## src/rtl/freq_scan_ctrl.sv

```systemverilog
// rtl/freq_scan_ctrl.sv - round-robin scan scheduler driving one shared frequency meter
module freq_scan_ctrl #(
    parameter int N_CH        = 4,
    parameter int CH_W        = 2,
    parameter int SETTLE_CYC  = 16,
    parameter int TIMEOUT_CYC = 400000000
) (
    input  logic            clk,
    input  logic            rst_n,
    input  logic            run,
    input  logic [N_CH-1:0] ch_mask,
    output logic [CH_W-1:0] ch_sel,
    output logic            meas_start,
    input  logic            meas_done,
    input  logic [31:0]     meas_value,
    output logic            result_valid,
    output logic [CH_W-1:0] result_ch,
    output logic [31:0]     result_freq,
    output logic [N_CH-1:0] timeout_flg,
    output logic            busy,
    input  logic [CH_W-1:0] rd_ch,
    output logic [31:0]     rd_freq
);

    typedef enum logic [2:0] {
        S_IDLE,
        S_SELECT,
        S_SETTLE,
        S_START,
        S_WAIT,
        S_STORE
    } state_t;

    localparam logic [31:0] SETTLE_LAST  = 32'(SETTLE_CYC - 1);
    localparam logic [31:0] TIMEOUT_LAST = 32'(TIMEOUT_CYC - 1);

    state_t          state_q, state_d;
    logic [CH_W-1:0] ch_sel_q, ch_sel_d;
    logic [CH_W-1:0] ptr_q, ptr_d;
    logic [31:0]     cnt_q, cnt_d;
    logic            to_hit_q, to_hit_d;
    logic            meas_start_q, meas_start_d;
    logic            result_valid_q, result_valid_d;
    logic [CH_W-1:0] result_ch_q, result_ch_d;
    logic [31:0]     result_freq_q, result_freq_d;
    logic [N_CH-1:0] timeout_flg_q, timeout_flg_d;
    logic            busy_q, busy_d;
    logic [31:0]     rd_freq_q, rd_freq_d;
    logic [31:0]     tbl_q [N_CH];
    logic [31:0]     tbl_d [N_CH];

    logic            pick_found;
    logic [CH_W-1:0] pick_ch;
    logic [CH_W-1:0] scan_idx;
    int              scan_sum;

    // first enabled channel at or after the round-robin pointer, wrapping
    always_comb begin
        pick_found = 1'b0;
        pick_ch    = '0;
        scan_idx   = '0;
        scan_sum   = 0;
        for (int i = 0; i < N_CH; i++) begin
            scan_sum = int'(ptr_q) + i;
            if (scan_sum >= N_CH) begin
                scan_sum = scan_sum - N_CH;
            end
            scan_idx = CH_W'(scan_sum);
            if (!pick_found && ch_mask[scan_idx]) begin
                pick_found = 1'b1;
                pick_ch    = scan_idx;
            end
        end
    end

    // next-state, counters, result table and registered outputs
    always_comb begin
        state_d        = state_q;
        ch_sel_d       = ch_sel_q;
        ptr_d          = ptr_q;
        cnt_d          = cnt_q;
        to_hit_d       = to_hit_q;
        meas_start_d   = 1'b0;
        result_valid_d = 1'b0;
        result_ch_d    = result_ch_q;
        result_freq_d  = result_freq_q;
        timeout_flg_d  = timeout_flg_q;
        tbl_d          = tbl_q;
        rd_freq_d      = tbl_q[rd_ch];

        case (state_q)
            S_IDLE: begin
                if (run && (ch_mask != '0)) begin
                    state_d = S_SELECT;
                end
            end
            S_SELECT: begin
                if (!pick_found) begin
                    state_d = S_IDLE;
                end else begin
                    ch_sel_d = pick_ch;
                    cnt_d    = '0;
                    state_d  = S_SETTLE;
                end
            end
            S_SETTLE: begin
                if (cnt_q == SETTLE_LAST) begin
                    cnt_d        = '0;
                    meas_start_d = 1'b1;
                    state_d      = S_START;
                end else begin
                    cnt_d = cnt_q + 32'd1;
                end
            end
            S_START: begin
                // counter tracks cycles since meas_start, so the timeout lands TIMEOUT_CYC after it
                cnt_d   = 32'd1;
                state_d = S_WAIT;
            end
            S_WAIT: begin
                if (meas_done) begin
                    result_freq_d  = meas_value;
                    to_hit_d       = 1'b0;
                    result_valid_d = 1'b1;
                    result_ch_d    = ch_sel_q;
                    state_d        = S_STORE;
                end else if (cnt_q == TIMEOUT_LAST) begin
                    result_freq_d  = '0;
                    to_hit_d       = 1'b1;
                    result_valid_d = 1'b1;
                    result_ch_d    = ch_sel_q;
                    state_d        = S_STORE;
                end else begin
                    cnt_d = cnt_q + 32'd1;
                end
            end
            S_STORE: begin
                tbl_d[ch_sel_q]         = result_freq_q;
                timeout_flg_d[ch_sel_q] = to_hit_q;
                if (ch_sel_q == CH_W'(N_CH - 1)) begin
                    ptr_d = '0;
                end else begin
                    ptr_d = ch_sel_q + 1'b1;
                end
                state_d = run ? S_SELECT : S_IDLE;
            end
            default: begin
                state_d = S_IDLE;
            end
        endcase

        busy_d = (state_d != S_IDLE);
    end

    // single state register with asynchronous reset
    always_ff @(posedge clk or negedge rst_n) begin
        if (!rst_n) begin
            state_q        <= S_IDLE;
            ch_sel_q       <= '0;
            ptr_q          <= '0;
            cnt_q          <= '0;
            to_hit_q       <= 1'b0;
            meas_start_q   <= 1'b0;
            result_valid_q <= 1'b0;
            result_ch_q    <= '0;
            result_freq_q  <= '0;
            timeout_flg_q  <= '0;
            busy_q         <= 1'b0;
            rd_freq_q      <= '0;
            for (int i = 0; i < N_CH; i++) begin
                tbl_q[i] <= '0;
            end
        end else begin
            state_q        <= state_d;
            ch_sel_q       <= ch_sel_d;
            ptr_q          <= ptr_d;
            cnt_q          <= cnt_d;
            to_hit_q       <= to_hit_d;
            meas_start_q   <= meas_start_d;
            result_valid_q <= result_valid_d;
            result_ch_q    <= result_ch_d;
            result_freq_q  <= result_freq_d;
            timeout_flg_q  <= timeout_flg_d;
            busy_q         <= busy_d;
            rd_freq_q      <= rd_freq_d;
            tbl_q          <= tbl_d;
        end
    end

    assign ch_sel       = ch_sel_q;
    assign meas_start   = meas_start_q;
    assign result_valid = result_valid_q;
    assign result_ch    = result_ch_q;
    assign result_freq  = result_freq_q;
    assign timeout_flg  = timeout_flg_q;
    assign busy         = busy_q;
    assign rd_freq      = rd_freq_q;

endmodule

```

## config.mk

```make
export PLATFORM = sky130hd
export DESIGN_NAME = freq_scan_ctrl
export DESIGN_NICKNAME = d
export VERILOG_FILES = /design/src/rtl/freq_scan_ctrl.sv
export SDC_FILE = /design/constraint.sdc
export NUM_CORES = 1
export LEC_CHECK = 0
export CORE_MARGIN = 8
export CORE_UTILIZATION = 45
export CTS_BUF_LIST = sky130_fd_sc_hd__clkbuf_8
export CTS_CLUSTER_DIAMETER = 60
export DETAILED_ROUTE_END_ITERATION = 6
export HOLD_SLACK_MARGIN = 0.02
export PLACE_DENSITY = 0.66
export SYNTH_ARGS = -nofsm -noshare
export SYNTH_HDL_FRONTEND = slang
export SYNTH_SLANG_ARGS = --single-unit
export TNS_END_PERCENT = 10
```

## constraint.sdc

```tcl
create_clock -name clk -period 2.6 [get_ports clk]
set_clock_uncertainty 0.1 [all_clocks]
set_input_delay 0.52 -clock clk [delete_from_list [all_inputs] [get_ports clk]]
set_output_delay 0.52 -clock clk [all_outputs]
set_load 0.01 [all_outputs]
```

# Word level (Yosys, flattened, before mapping)
# Cells that the tools add are included.
dict set report op_classes {
  addsub 9
  order_cmp 13
  muxes 53
  n_bitwise 2
  n_eq_ne 11
  n_reduce_logical 17
}
# cell count
set op_table {}
lappend op_table {{$mux W32} 9}
lappend op_table {{$bwmux W128} 1}
lappend op_table {{$pmux W32 S4} 1}
lappend op_table {{$bmux W32 S2} 1}
lappend op_table {{$demux W32 S2} 1}
lappend op_table {{$add A32 B1 Y32 const B} 1}
lappend op_table {{$eq A32 B29 Y1 const B} 1}
lappend op_table {{$eq A32 B4 Y1 const B} 1}
lappend op_table {{$mux W2} 12}
lappend op_table {{$pmux W3 S6} 1}
lappend op_table {{$mux W1} 17}
lappend op_table {{$ge A3 B3 Y1 const B} 5}
lappend op_table {{$lt A2 B3 Y1 const B} 5}
lappend op_table {{$mux W3} 4}
lappend op_table {{$bmux W1 S2} 4}
lappend op_table {{$reduce_bool A4 Y1} 2}
lappend op_table {{$sub A2 B1 Y2 const B} 4}
lappend op_table {{$add A2 B2 Y3 const B} 2}
lappend op_table {{$eq A3 B2 Y1 const B} 2}
lappend op_table {{$eq A3 B3 Y1 const B} 2}
lappend op_table {{$logic_and A1 B1 Y1} 6}
lappend op_table {{$ne A2 B2 Y1 const B} 3}
lappend op_table {{$not A2 Y3} 2}
lappend op_table {{$bwmux W4} 1}
lappend op_table {{other kinds (14)} 17}
dict set report totals {
  inputBits 42
  out_inout_bits 75
  reg_bits 241
  elab_cells 121
}

# Depth between registers and ports, before layout
# Gate-level depths: netlist (run 1).
dict set report logic_depth {
  depth_word 17
  ltp_mapped 9
  ltp_nobuf 7
}

# Worst setup path before layout (run 1)
# OpenSTA, ideal clock, no wires.
dict set report synth_path {
  path_type {register to register}
  from {register cnt_q[13]}
  to {register cnt_q[9]}
  n_path_buf 1
  setup_ns 0.126
  period_less_slack_ns 2.125
  arrival_time_ns 1.899
  slack_ns 0.475
  required_ns 2.374
  path_stages_with_launch 7
  path_cell_list {dfrtp_1 nor4_2 nand3_2 o41ai_4 buf_2 nor2_1 a221o_1}
}
dict set report synth_between {
  elab_chain_len 3
  elab_cells_between_ends 6
  cone_classes {3 x eq/ne; 2 x mux; 1 x reduce/logical}
}
# element line_no
set synth_lines {}
lappend synth_lines {{start, declared} 40} ;# logic [31:0] cnt_q, cnt_d;
lappend synth_lines {{start signal, assigned} 177} ;# cnt_q <= cnt_d;
lappend synth_lines {{$eq A32 B4 Y1 or $eq A32 B29 Y1 (tied branches)} {107, 127}}
lappend synth_lines {{$mux W32 or $ne A2 B2 Y1 (tied branches)} n/a}
lappend synth_lines {{$pmux W32 S4 or $reduce_and A4 Y1 (tied branches)} n/a}
# Parallel ways exist; a longest one is shown, timed or not.
# A chain may end at the register's enable or synchronous reset.

# Worst setup path after layout (run 1)
dict set report layout_path {
  from {register cnt_q[7]}
  to {register cnt_q[9]}
}
dict set report layout_between {
  elab_chain_len 4
  elab_cells_between_ends 9
  cone_classes {1 x add/sub; 3 x eq/ne; 4 x mux; 1 x reduce/logical}
}
# element line_no
set layout_lines {}
lappend layout_lines {{$add A32 B1 Y32} {112, 134}}
lappend layout_lines {{$mux W32} 127} ;# end else if (cnt_q == TIMEOUT_LAST) begin
lappend layout_lines {{$mux W32} 121} ;# if (meas_done) begin
lappend layout_lines {{$pmux W32 S4} 91} ;# case (state_q)
# Parallel ways exist; a longest one is shown, timed or not. The select of a mux whose other input is x is not followed.

==> results of run 1 <==
==> repair_timing <==
action / in CTS / in global routing
endpoints found under the hold margin: 64 / 0
hold buffers: 1 / 0
endpoints found under the setup margin: 0 / 0
setup buffers: 0 / 0
==> logic make-up (layout without fill, tap and decap cells) <==
kind of cell | count (synthesis) | after routing | share of synthesized area, %
AND/OR/NAND/NOR | 117 | 117 | 6.39
XOR/XNOR | 1 | 1 | 0.0865
buffers and inverters | 47 | 224 | 2.20
flip-flops | 241 | 241 | 59.6
multiplexers | 171 | 171 | 22.5
adder cells (fa/ha/maj) | 5 | 5 | 0.618
AO/OA/AOI/OAI | 123 | 123 | 8.61
==> stage by stage <==
| step | power [µW] | worst slack, ns | std cells |
|---|---|---|---|
| finish | 13100 | 0.192 | 1167 |
| global route | 14000 | 0.0114 | 1167 |
| CTS | 13300 | 0.177 | 1167 |
| detailed placement | 9980 | -0.0292 | 1097 |
| global placement | 9700 | 0.0193 | 1097 |
| floorplan | 7980 | 0.475 | 705 |
==> metal layers <==
metal | track usage [%] | routed length [µm] | vias to the layer above
met5 | 0 | 0 | -
met2 | 29.3 | 11600 | 162
met1 | 22.0 | 10000 | 3364
met3 | 4.16 | 1280 | 30
li1 | - | - | 2945
met4 | 5.53 | 395 | 0
==> power groups by stage <==
stage | clock network (µW) | logic [µW] | registers, µW
6_report | 3270 | 3890 | 5970
5_1_grt | 3570 | 4230 | 6160
4_1_cts | 3390 | 3960 | 5980
3_5_place_dp | 0 | 3940 | 6040
3_3_place_gp | 0 | 3810 | 5890
2_1_floorplan | 0 | 2090 | 5890
==> registers in the layout (all words and copies together) (netlist names) <==
| register | count |
|---|---|
| state_q | 3 |
| meas_start | 1 |
| timeout_flg | 4 |
| cnt_q | 32 |
| result_valid | 1 |
| ch_sel | 2 |
| tbl_q | 128 |
| result_ch | 2 |
| ptr_q | 2 |
| busy | 1 |
| to_hit_q | 1 |
| result_freq | 32 |
| rd_freq | 32 |
==> path summary, 6_finish.rpt <==
kind,from,to,slack [ns],depth (start not counted)
setup reg to reg,cnt_q[7],cnt_q[9],0.19,6
hold / removal,tbl_q[2],tbl_q[2],0.40,1
hold reg to reg,tbl_q[2],tbl_q[2],0.40,1
min in group asynchronous,rst_n,result_freq[6],0.43,2
setup / recovery,cnt_q[7],cnt_q[9],0.19,6
max in group asynchronous,rst_n,tbl_q[16],1.20,3
==> placed cells by master (no fill, tap or decap), types with 8 or more instances in the layout <==
cell             Yosys  layout
mux4_2              32      32
a22o_1              33      33
o21ai_1              8       8
inv_1                4      20
nand3_1             15      15
buf_4                1      28
clkdlybuf4s50_1      0     113
a21oi_1             14      14
o21ai_0             30      30
dfrtp_1            241     241
nor2_1              25      24
clkbuf_8             0      50
o31ai_1             19      19
nand2_1             21      17
mux2_2             137     137
==> cell type report <==
cell class	count	share of cell area, %
clock inverters	19	0.815
well taps	285	2.83
flip-flops and latches	241	47.9
multi-input cells	417	31.0
inverters	4	0.119
repair buffers	151	11.9
clock buffers	50	5.47
==> results.json, run 1 <==
{
  "outcome": "finished clean",
  "design_area_um2": 12600,
  "cap_violations": 0,
  "die_width_um": 166,
  "fp.coreArea_um2": 22400,
  "ff_latch_area_um2": 6030,
  "async_flop_share_pct": 100,
  "cts_resized": 0,
  "critical-path-top-delay-family": "simple AND/OR/NAND/NOR gates",
  "grt.total_usage_pct": 17.5,
  "critPathKind": "register to register",
  "crit_path_cell_trace": "nor4_1 > nand4_1 > o41ai_4 > buf_4 > nor2_1 > a221o_1",
  "finalHoldViolCount": 0,
  "cp-end-kind": "register",
  "grt_pass1_vias": 7279,
  "tightest_slew_ns": 0.592,
  "num_vias": 6501,
  "finish.net_count": 904,
  "syn_inst": 705,
  "clockBufferDepth": 3,
  "start_util_pct": 45.3,
  "layout_min_cycle_time_ns": 2.41,
  "num_antenna_cells": 0,
  "cp_num_buf_inv": 1,
  "grt_max_degree": 70,
  "place_area_um2": 11800,
  "dieHeight_um": 166,
  "synth-seq-cells": 241,
  "required_ns": 2.91,
  "antenna_found_initial": 0,
  "multi_input_area_um2": 3900,
  "gp_congestion": 0.875,
  "dp_hpwl_um": 15300,
  "clkPwrFrac_pct": 24.9,
  "seq_power_share_pct": 45.5,
  "syn_avg_cell_area_um2": 14.4,
  "worstPathMaxFanout": 20,
  "p_sw_uw": 3980,
  "clock-sinks": 241,
  "critPathLaunchType": "register",
  "crit_slowest_cell": "dfrtp_1",
  "irDropWorstVdd_mv": 0.449,
  "yosysSeqAreaShare_pct": 59.6,
  "syn_nets": 752,
  "switching_share_pct": 30.3,
  "ant_nets": 0,
  "first_iter_violations": 377,
  "power_density_nw_per_um2": 1040,
  "yosysTopAreaCell": "dfrtp_1",
  "internal_power_uw": 9150,
  "synth_most_common_cell": "dfrtp_1",
  "crit_path_max_incr_delay_ns": 0.45,
  "synth_area_um2": 10100,
  "wl_per_cell_um": 20.0,
  "ys_top_cells_by_count": "dfrtp_1 (241), mux2_2 (137), a22o_1 (33), mux4_2 (32), o21ai_0 (30)",
  "ios": 117,
  "clkLatencyLatePin_ns": 0.53,
  "ys.flop_type": "dfrtp_1",
  "grt-ovfl-total": 0,
  "grt_first_pass_wirelength_um": 39300,
  "leakagePower_uw": 0.00595,
  "yosys_warnings": 0,
  "yosysTopAreaCellShare_pct": 59.6,
  "synth_area_leaders": "dfrtp_1 (60%), mux2_2 (15%), mux4_2 (7.1%)",
  "clk_pin_slew_ns": 0.06,
  "drive_gt1_share_pct": 31.1,
  "cts_root_buf": "clkbuf_8",
  "wirelength_um": 23400,
  "final.fill_count": 1795,
  "dieArea_um2": 27600,
  "cts_tree": "done",
  "synth-edff-count": 0,
  "fin_setup_tns_ns": 0,
  "syn_to_final_growth_pct": 24.3,
  "drc_errors": 0,
  "worstHoldPathType": "register to register",
  "critPathArrivalTime_ns": 2.72,
  "port_buffers": 116,
  "max_freq_ghz": 0.415,
  "rows": 55,
  "vias_per_cell": 5.57,
  "fin_crit_sh_pct": 92.6,
  "finalSetupViolCount": 0,
  "htree_levels": 2,
  "final_core_util_pct": 56.3,
  "whs_ns": 0.398,
  "firstDrtPassIters": 4,
  "yosysUniqueCellTypes": 52,
  "p_comb_share_pct": 29.6,
  "cts_buffers": 42,
  "rsz0062_at_grt": "no",
  "slew_viol_final": 0,
  "slew_headroom_pct": 60.2
}
No activity file was read; power rests on OpenSTA's default activity.
==> run 2: changes to the inputs <==
Settings changed: SLEW_MARGIN from default to 20.
Clock period 2.6 ns to 2.5 ns, I/O delays scaled along.
==> results.json, run 2 (synthesis results as in run 1) <==
{
  "whs_path_depth": 1,
  "fin_crit_sh_pct": 94.7,
  "rsz0062_at_grt": "yes",
  "vias_per_cell": 5.54,
  "hold_end": "tbl_q[61]",
  "cts_tree": "done",
  "power_density_nw_per_um2": 1080,
  "critPathArrivalTime_ns": 2.66,
  "r2r_end": "cnt_q[31]",
  "regMostFlops": "tbl_q",
  "finalSetupViolCount": 0,
  "start_util_pct": 45.3,
  "grt_pass1_vias": 7329,
  "dp_hpwl_um": 15100,
  "drive_gt1_share_pct": 31.5,
  "grt_first_pass_wirelength_um": 38800,
  "grt_max_degree": 80,
  "final_cell_mix": "dfrtp_1 (241), mux2_2 (137), clkdlybuf4s50_1 (113)",
  "ant_nets": 0,
  "crit_path_cell_trace": "nor4_1 > nand4_1 > o41ai_4 > buf_6 > a41oi_1 > o21ai_0 > o41ai_1",
  "cts_root_buf": "clkbuf_8",
  "port_buffers": 116,
  "clockBufferDepth": 3,
  "rows": 55,
  "drc_errors": 0,
  "critPathKind": "register to register",
  "num_vias": 6465,
  "num_antenna_cells": 0,
  "first_iter_violations": 427,
  "syn_to_final_growth_pct": 24.1,
  "max_freq_ghz": 0.422,
  "layout_commonest_cell": "dfrtp_1",
  "whs_ns": 0.399,
  "grt.total_usage_pct": 17.1,
  "fp.coreArea_um2": 22400,
  "firstDrtPassIters": 6,
  "finalHoldViolCount": 0,
  "largest_reg_flops": 128,
  "cts_buffers": 40,
  "required_ns": 2.79,
  "post_cts_buffers": 0,
  "antenna_found_initial": 0,
  "grt-ovfl-total": 0,
  "layout_min_cycle_time_ns": 2.37,
  "worstPathMaxFanout": 17,
  "critical-path-top-delay-family": "compound AO/OA/AOI/OAI gates",
  "r2r_cells": 7,
  "tightest_slew_ns": 0.611,
  "slew_viol_final": 0,
  "p_total_uw": 13500,
  "cp-end-kind": "register",
  "clk_pin_slew_ns": 0.06,
  "outcome": "finished clean",
  "finish.net_count": 903,
  "clock-sinks": 241,
  "slew_headroom_pct": 59.3,
  "cp.depth": 7,
  "ios": 117,
  "clkLatencyLatePin_ns": 0.52,
  "worstHoldPathType": "register to register",
  "crit_slowest_cell": "dfrtp_1",
  "dieArea_um2": 27600,
  "final.fill_count": 1827,
  "wirelength_um": 23200,
  "gp_congestion": 0.781,
  "leakagePower_uw": 0.00594,
  "dieHeight_um": 166,
  "crit_path_max_incr_delay_ns": 0.46,
  "htree_levels": 2,
  "rr_startpoint": "cnt_q[15]",
  "die_width_um": 166,
  "irDropWorstVdd_mv": 0.454,
  "hold_start": "tbl_q[61]",
  "cap_violations": 0,
  "wl_per_cell_um": 19.8,
  "r2r_setup_slack_ns": 0.13,
  "critPathLaunchType": "register",
  "cp_num_buf_inv": 1
}
==> run 2: per-layer routing <==
| metal | track usage (%) | wire, µm | up-vias | share of wire [%] |
|---|---|---|---|---|
| met5 | 0 | 0 | - | 0 |
| met1 | 22.3 | 10300 | 3359 | 45 |
| met3 | 3.80 | 969 | 18 | 4.2 |
| met4 | 4.35 | 222 | 0 | 0.96 |
| li1 | - | - | 2948 | - |
| met2 | 28.8 | 11700 | 140 | 50 |
==> run 2: worst max path at each step <==
stage | start | to | slack, ns
after CTS | cnt_q[7] | cnt_q[31] | 0.14
final | cnt_q[15] | cnt_q[31] | 0.13
after global placement | ch_mask[1] | busy | -0.07
after detailed placement | ch_mask[1] | cnt_q[31] | -0.17
after floorplan | cnt_q[13] | cnt_q[9] | 0.37
after global routing | cnt_q[15] | cnt_q[22] | -0.02
==> run 2: area by class of cell <==
cell class | count | area [µm²] | share of cell area, %
sequential | 241 | 6030 | 48.0
multi-input combinational | 417 | 3910 | 31.1
timing repair buffer | 152 | 1500 | 11.9
clock buffer | 50 | 688 | 5.47
tap | 285 | 357 | 2.84
clock inverter | 18 | 76.3 | 0.607
inverter | 4 | 15.0 | 0.119
==> run 2: where the power goes <==
group	leakage, µW	switching [µW]	internal (µW)
logic	0.00221	1630	2440
clock network	0.000450	1470	1790
registers	0.00327	1010	5200
==> run 2: through the flow <==
step | cells | TNS (ns) | util, % | instance area [µm²] | worst slack [ns]
6_report | 1167 | 0 | 56.2 | 12600 | 0.132
5_1_grt | 1167 | -0.0159 | 56.2 | 12600 | -0.0159
4_1_cts | 1167 | 0 | 56.1 | 12600 | 0.139
3_5_place_dp | 1098 | -1.94 | 52.7 | 11800 | -0.170
3_3_place_gp | 1098 | -0.382 | 52.7 | 11800 | -0.0712
2_1_floorplan | 705 | 0 | - | 10100 | 0.375
==> run 2: worst register-to-register path, delay by kind of cell (launching register included) <==
family	cells	cell delay, ns
AOI/OAI and AO/OA	4	0.81
and+or+nand+nor	2	0.64
DFF	1	0.46
buffers and inverters	1	0.24
==> run 2: timing repair <==
action                                 in CTS  in global routing
setup endpoints to repair                   0                 24
endpoints found under the hold margin      72                  0
hold buffers                                1                  0
resized for setup                           0                  4
==> run 3: changes to the inputs <==
Settings changed: CORE_UTILIZATION 45 to 52, CTS_CLUSTER_DIAMETER 60 to default, PLACE_DENSITY 0.66 to 0.78.
Clock period 2.5 ns to 2.1 ns, I/O delays scaled along.
==> results.json, run 3 (synthesis results as in run 1) <==
{
  "clkPwrFrac_pct": 23.7,
  "worstPathMaxFanout": 14,
  "place_inst": 1118,
  "start_util_pct": 52.6,
  "leakagePower_uw": 0.00635,
  "irDropWorstVdd_mv": 0.623,
  "vias_per_cell": 5.69,
  "finalHoldViolCount": 0,
  "first_iter_violations": 392,
  "drc_errors": 0,
  "required_ns": 2.41,
  "p_sw_uw": 5050,
  "startpoint": "cnt_q[14]",
  "p_comb_share_pct": 31.1,
  "clkLatencyLatePin_ns": 0.53,
  "place_area_um2": 12200,
  "largest_reg_flops": 128,
  "cts_buffers": 40,
  "dp_hpwl_um": 15700,
  "htree_levels": 2,
  "cts_tree": "done",
  "tightest_slew_ns": 0.575,
  "die_width_um": 156,
  "outcome": "complete, but fails checks",
  "grt.total_usage_pct": 20.4,
  "num_antenna_cells": 0,
  "ant_nets": 0,
  "grt_first_pass_wirelength_um": 39600,
  "rr_startpoint": "cnt_q[14]",
  "dieArea_um2": 24200,
  "num_vias": 6796,
  "finish.net_count": 949,
  "regMostFlops": "tbl_q",
  "critPathLaunchType": "register",
  "layout_commonest_cell": "dfrtp_1",
  "grt_max_degree": 68,
  "finalSetupViolCount": 31,
  "fp.coreArea_um2": 19300,
  "fin_cells": 1194,
  "max_freq_ghz": 0.456,
  "power_density_nw_per_um2": 1250,
  "clock-sinks": 241,
  "critPathKind": "register to register",
  "worstHoldPathType": "primary input to async pin",
  "antenna_found_initial": 0,
  "slew_viol_final": 0,
  "final_cell_mix": "dfrtp_1 (220), mux2_2 (137), clkdlybuf4s50_1 (96)",
  "firstDrtPassIters": 5,
  "critPathArrivalTime_ns": 2.50,
  "cts_root_buf": "clkbuf_8",
  "drive_gt1_share_pct": 37.8,
  "slew_headroom_pct": 61.7,
  "cap_violations": 0,
  "clockBufferDepth": 3,
  "wl_per_cell_um": 20.0,
  "clk_pin_slew_ns": 0.06,
  "gp_congestion": 0.846,
  "rsz0062_at_grt": "yes",
  "cp-end-kind": "register",
  "worst_slack_ns": -0.0932,
  "dieHeight_um": 156,
  "ios": 117,
  "seq_power_share_pct": 45.2,
  "port_buffers": 116,
  "fin_crit_sh_pct": 104,
  "internal_power_uw": 11300,
  "grt-ovfl-total": 0,
  "violations": "negative setup slack",
  "grt_pass1_vias": 7542,
  "layout_min_cycle_time_ns": 2.19,
  "syn_to_final_growth_pct": 29.2,
  "rows": 51,
  "design_area_um2": 13100,
  "wirelength_um": 23900,
  "switching_share_pct": 30.9
}
[run 3: changes by cell type in the layout (fill, tap and decap cells not counted), sizes merged]
cell and delta:
clkbuf -2, dlygate4sd2 +8, clkinv +2, dlymetal6s2s +9, buf +46, clkinvlp +1
clkdlybuf4s50 -17
[run 3: area by class of cell]
cell class              instances  area [µm²]
clock inverters                21         105
well taps                     265         332
multi-input cells             417        3940
clock buffers                  48         661
repair buffers                198        1970
fillers                      1329        6190
flip-flops and latches        241        6060
inverters                       4        15.0
[run 3: critical path, stage by stage, from the launching register on]
cell	delay (ns)
dfrtp_1	0.41
nor4_4	0.31
nand3_2	0.19
o41ai_4	0.39
buf_4	0.19
buf_8	0.14
o21ai_0	0.08
mux2_2	0.26
[run 3: timing repair]
action	4_1_cts	5_1_grt
hold endpoints to repair	60	0
hold buffers	1	0
pin swaps	6	3
endpoints found under the setup margin	84	83
resized for setup	30	48
cloned	1	0
buffers inserted	4	1
[run 3: per-stage QoR]
stage	setup slack, ns	power [µW]	util (%)	TNS [ns]	hold WS [ns]
2_1_floorplan	0.00630	9890	-	0	0.0244
3_3_place_gp	-0.403	12000	63.1	-17.95	0.307
3_5_place_dp	-0.497	12400	63.1	-19.72	0.325
4_1_cts	-0.0525	16400	67.6	-0.395	0.329
5_1_grt	-0.172	17300	67.9	-5.57	0.337
6_report	-0.0932	16300	67.9	-1.38	0.360
[run 3: metal layers]
metal,track usage [%],vias up,routed length [µm]
met5,0,-,0
li1,-,3041,-
met2,35.1,199,12200
met3,4.71,39,1390
met4,5.87,0,412
met1,25.2,3517,9870
[run 3: power by group through the flow]
stage                     combinational, µW  sequential (µW)  clock [µW]
final                                  5080             7380        3870
after floorplan                        2600             7290           0
after detailed placement               4980             7420           0
after global placement                 4760             7210           0
after CTS                              5070             7360        4000
after global routing                   5450             7600        4200
[run 3: final timing paths]
check | endpoint | slack, ns | cells past startpoint
worst max register to register | cnt_q[0] | -0.09 | 7
worst max-delay path | cnt_q[0] | -0.09 | 7
max in group asynchronous | result_freq[7] | 0.88 | 3
min in group clk | rd_freq[3] | 0.37 | 3
worst min register to register | tbl_q[8] | 0.40 | 1
worst min-delay path | tbl_q[9] | 0.36 | 2
==> RTL change: new RTL, config.mk and constraints of run 1 <==
Change the parameter `CH_W` from 2 to 4.
--- a/src/rtl/freq_scan_ctrl.sv
+++ b/src/rtl/freq_scan_ctrl.sv
@@ -2,5 +2,5 @@
 module freq_scan_ctrl #(
     parameter int N_CH        = 4,
-    parameter int CH_W        = 2,
+    parameter int CH_W        = 4,
     parameter int SETTLE_CYC  = 16,
     parameter int TIMEOUT_CYC = 400000000
Interface: changed (resized ch_sel, rd_ch and result_ch); port bits go from 117 to 123. The function was not compared with the original's and may differ.
==> RTL change against run 1 <==
Routed wire length up 5.4%; power decreased by 1.1%; synthesized area rose by 8.4%; sequential power fell by 9.5%; via count grew 15%; sequential cell count increased by 6; design area increased by 9.7%; non-clock buffer count grew 27; setup slack worse by 0.066 ns; critical path type unchanged; fmax is 2.7% lower; largest power group unchanged.
==> RTL change: results <==
metrics = {
    "finish": {
        "final_cells": 1369,
        "area.growth.synth_to_final_pct": 25.77,
        "buffers": 178,
        "multi_input_area_mm2": 0.004513,
        "drive_gt1_frac": 0.2919,
        "clkbuf_count": 53,
        "bufAreaShareNonClock": 0.1269,
        "seq_area_frac": 0.4476,
        "nFillCells": 2008,
        "n_all_inverters": 20,
    },
    "power_and_ir_drop": {
        "ir_worst_vdd_v": 0.0004792,
        "swShare": 0.3192,
        "p_clk_frac": 0.271,
        "p_int_mw": 8.844,
        "comb_power_mw": 4.07,
    },
    "global_routing": {
        "grt_max_degree": 66,
        "grt_pass1_vias": 7581,
        "track_usage": 0.1678,
        "grt_pass1_wl_um": 40320,
    },
    "worst_setup_path": {
        "crit_path_start": "cnt_q[11]",
        "slowest_stage": "or4_4",
        "ff2ff_setup_slack_ns": 0.13,
        "critical_path_arrival_ns": 2.79,
        "worst_path_largest_cell_delay_ns": 0.56,
        "rr_endpoint": "result_freq[5]",
    },
    "synthesis": {
        "muxShareOfSynthArea": 0.2044,
        "synth-compound-area-share": 0.07635,
        "synth_common_cells": "dfrtp_1 (247), mux2_2 (130), nand2_1 (58), nand3_1 (58), a22o_1 (35)",
        "synth_seq_area_share": 0.5630,
        "synth.distinct_cells": 66,
        "synth_fp_nets": 900,
        "synth.avg_cell_area_um2": 13.06,
        "synthAdderAreaFrac": 0.01709,
        "synthTopCellsByArea": "dfrtp_1 (56%), mux2_2 (13%), mux4_2 (7.0%)",
    },
    "detailed_routing": {
        "via_count": 7453,
        "drt_wl_total_um": 24620,
    },
    "place": {
        "pre_cts_slack_ns": -0.07888,
        "gp_congestion": 0.8108,
        "dp.cells": 1288,
        "io_buffers": 120,
        "hpwlAfterDp_um": 15990,
        "dpl_cell_area_mm2": 0.01290,
    },
    "sta": {
        "worst_slew_pin_slew_ns": 0.5662,
    },
    "outcome": {
        "status": "complete, no violations",
    },
    "clock_network": {
        "numClockSinks": 247,
    },
    "die": {
        "core_area_mm2": 0.02411,
    },
}
RTL change: cell count changes in the layout (fill, tap and decap cells not counted), sizes merged, moves of 14 or more:
cell / delta
nand2: +37
inv: +16
nand3: +42
buf: +22
o31ai: -18
o21ai: -14
or3: +17
RTL change: layer usage:
metal | wire [um] | track usage
met5 | 0 | 0
met3 | 1131 | 0.03059
met1 | 11290 | 0.2292
met2 | 11850 | 0.2723
met4 | 350 | 0.04573
RTL change: worst min path at each step:
stage / startpoint / endpoint / slack [ns] / cells after the start
2_1_floorplan: rst_n / busy / 0.12 / 0
3_5_place_dp: timeout_flg[2] / timeout_flg[2] / 0.37 / 2
3_3_place_gp: result_ch[2] / result_ch[2] / 0.36 / 2
5_1_grt: result_ch[2] / result_ch[2] / 0.40 / 2
4_1_cts: timeout_flg[2] / timeout_flg[2] / 0.38 / 2
6_report: timeout_flg[2] / timeout_flg[2] / 0.38 / 2
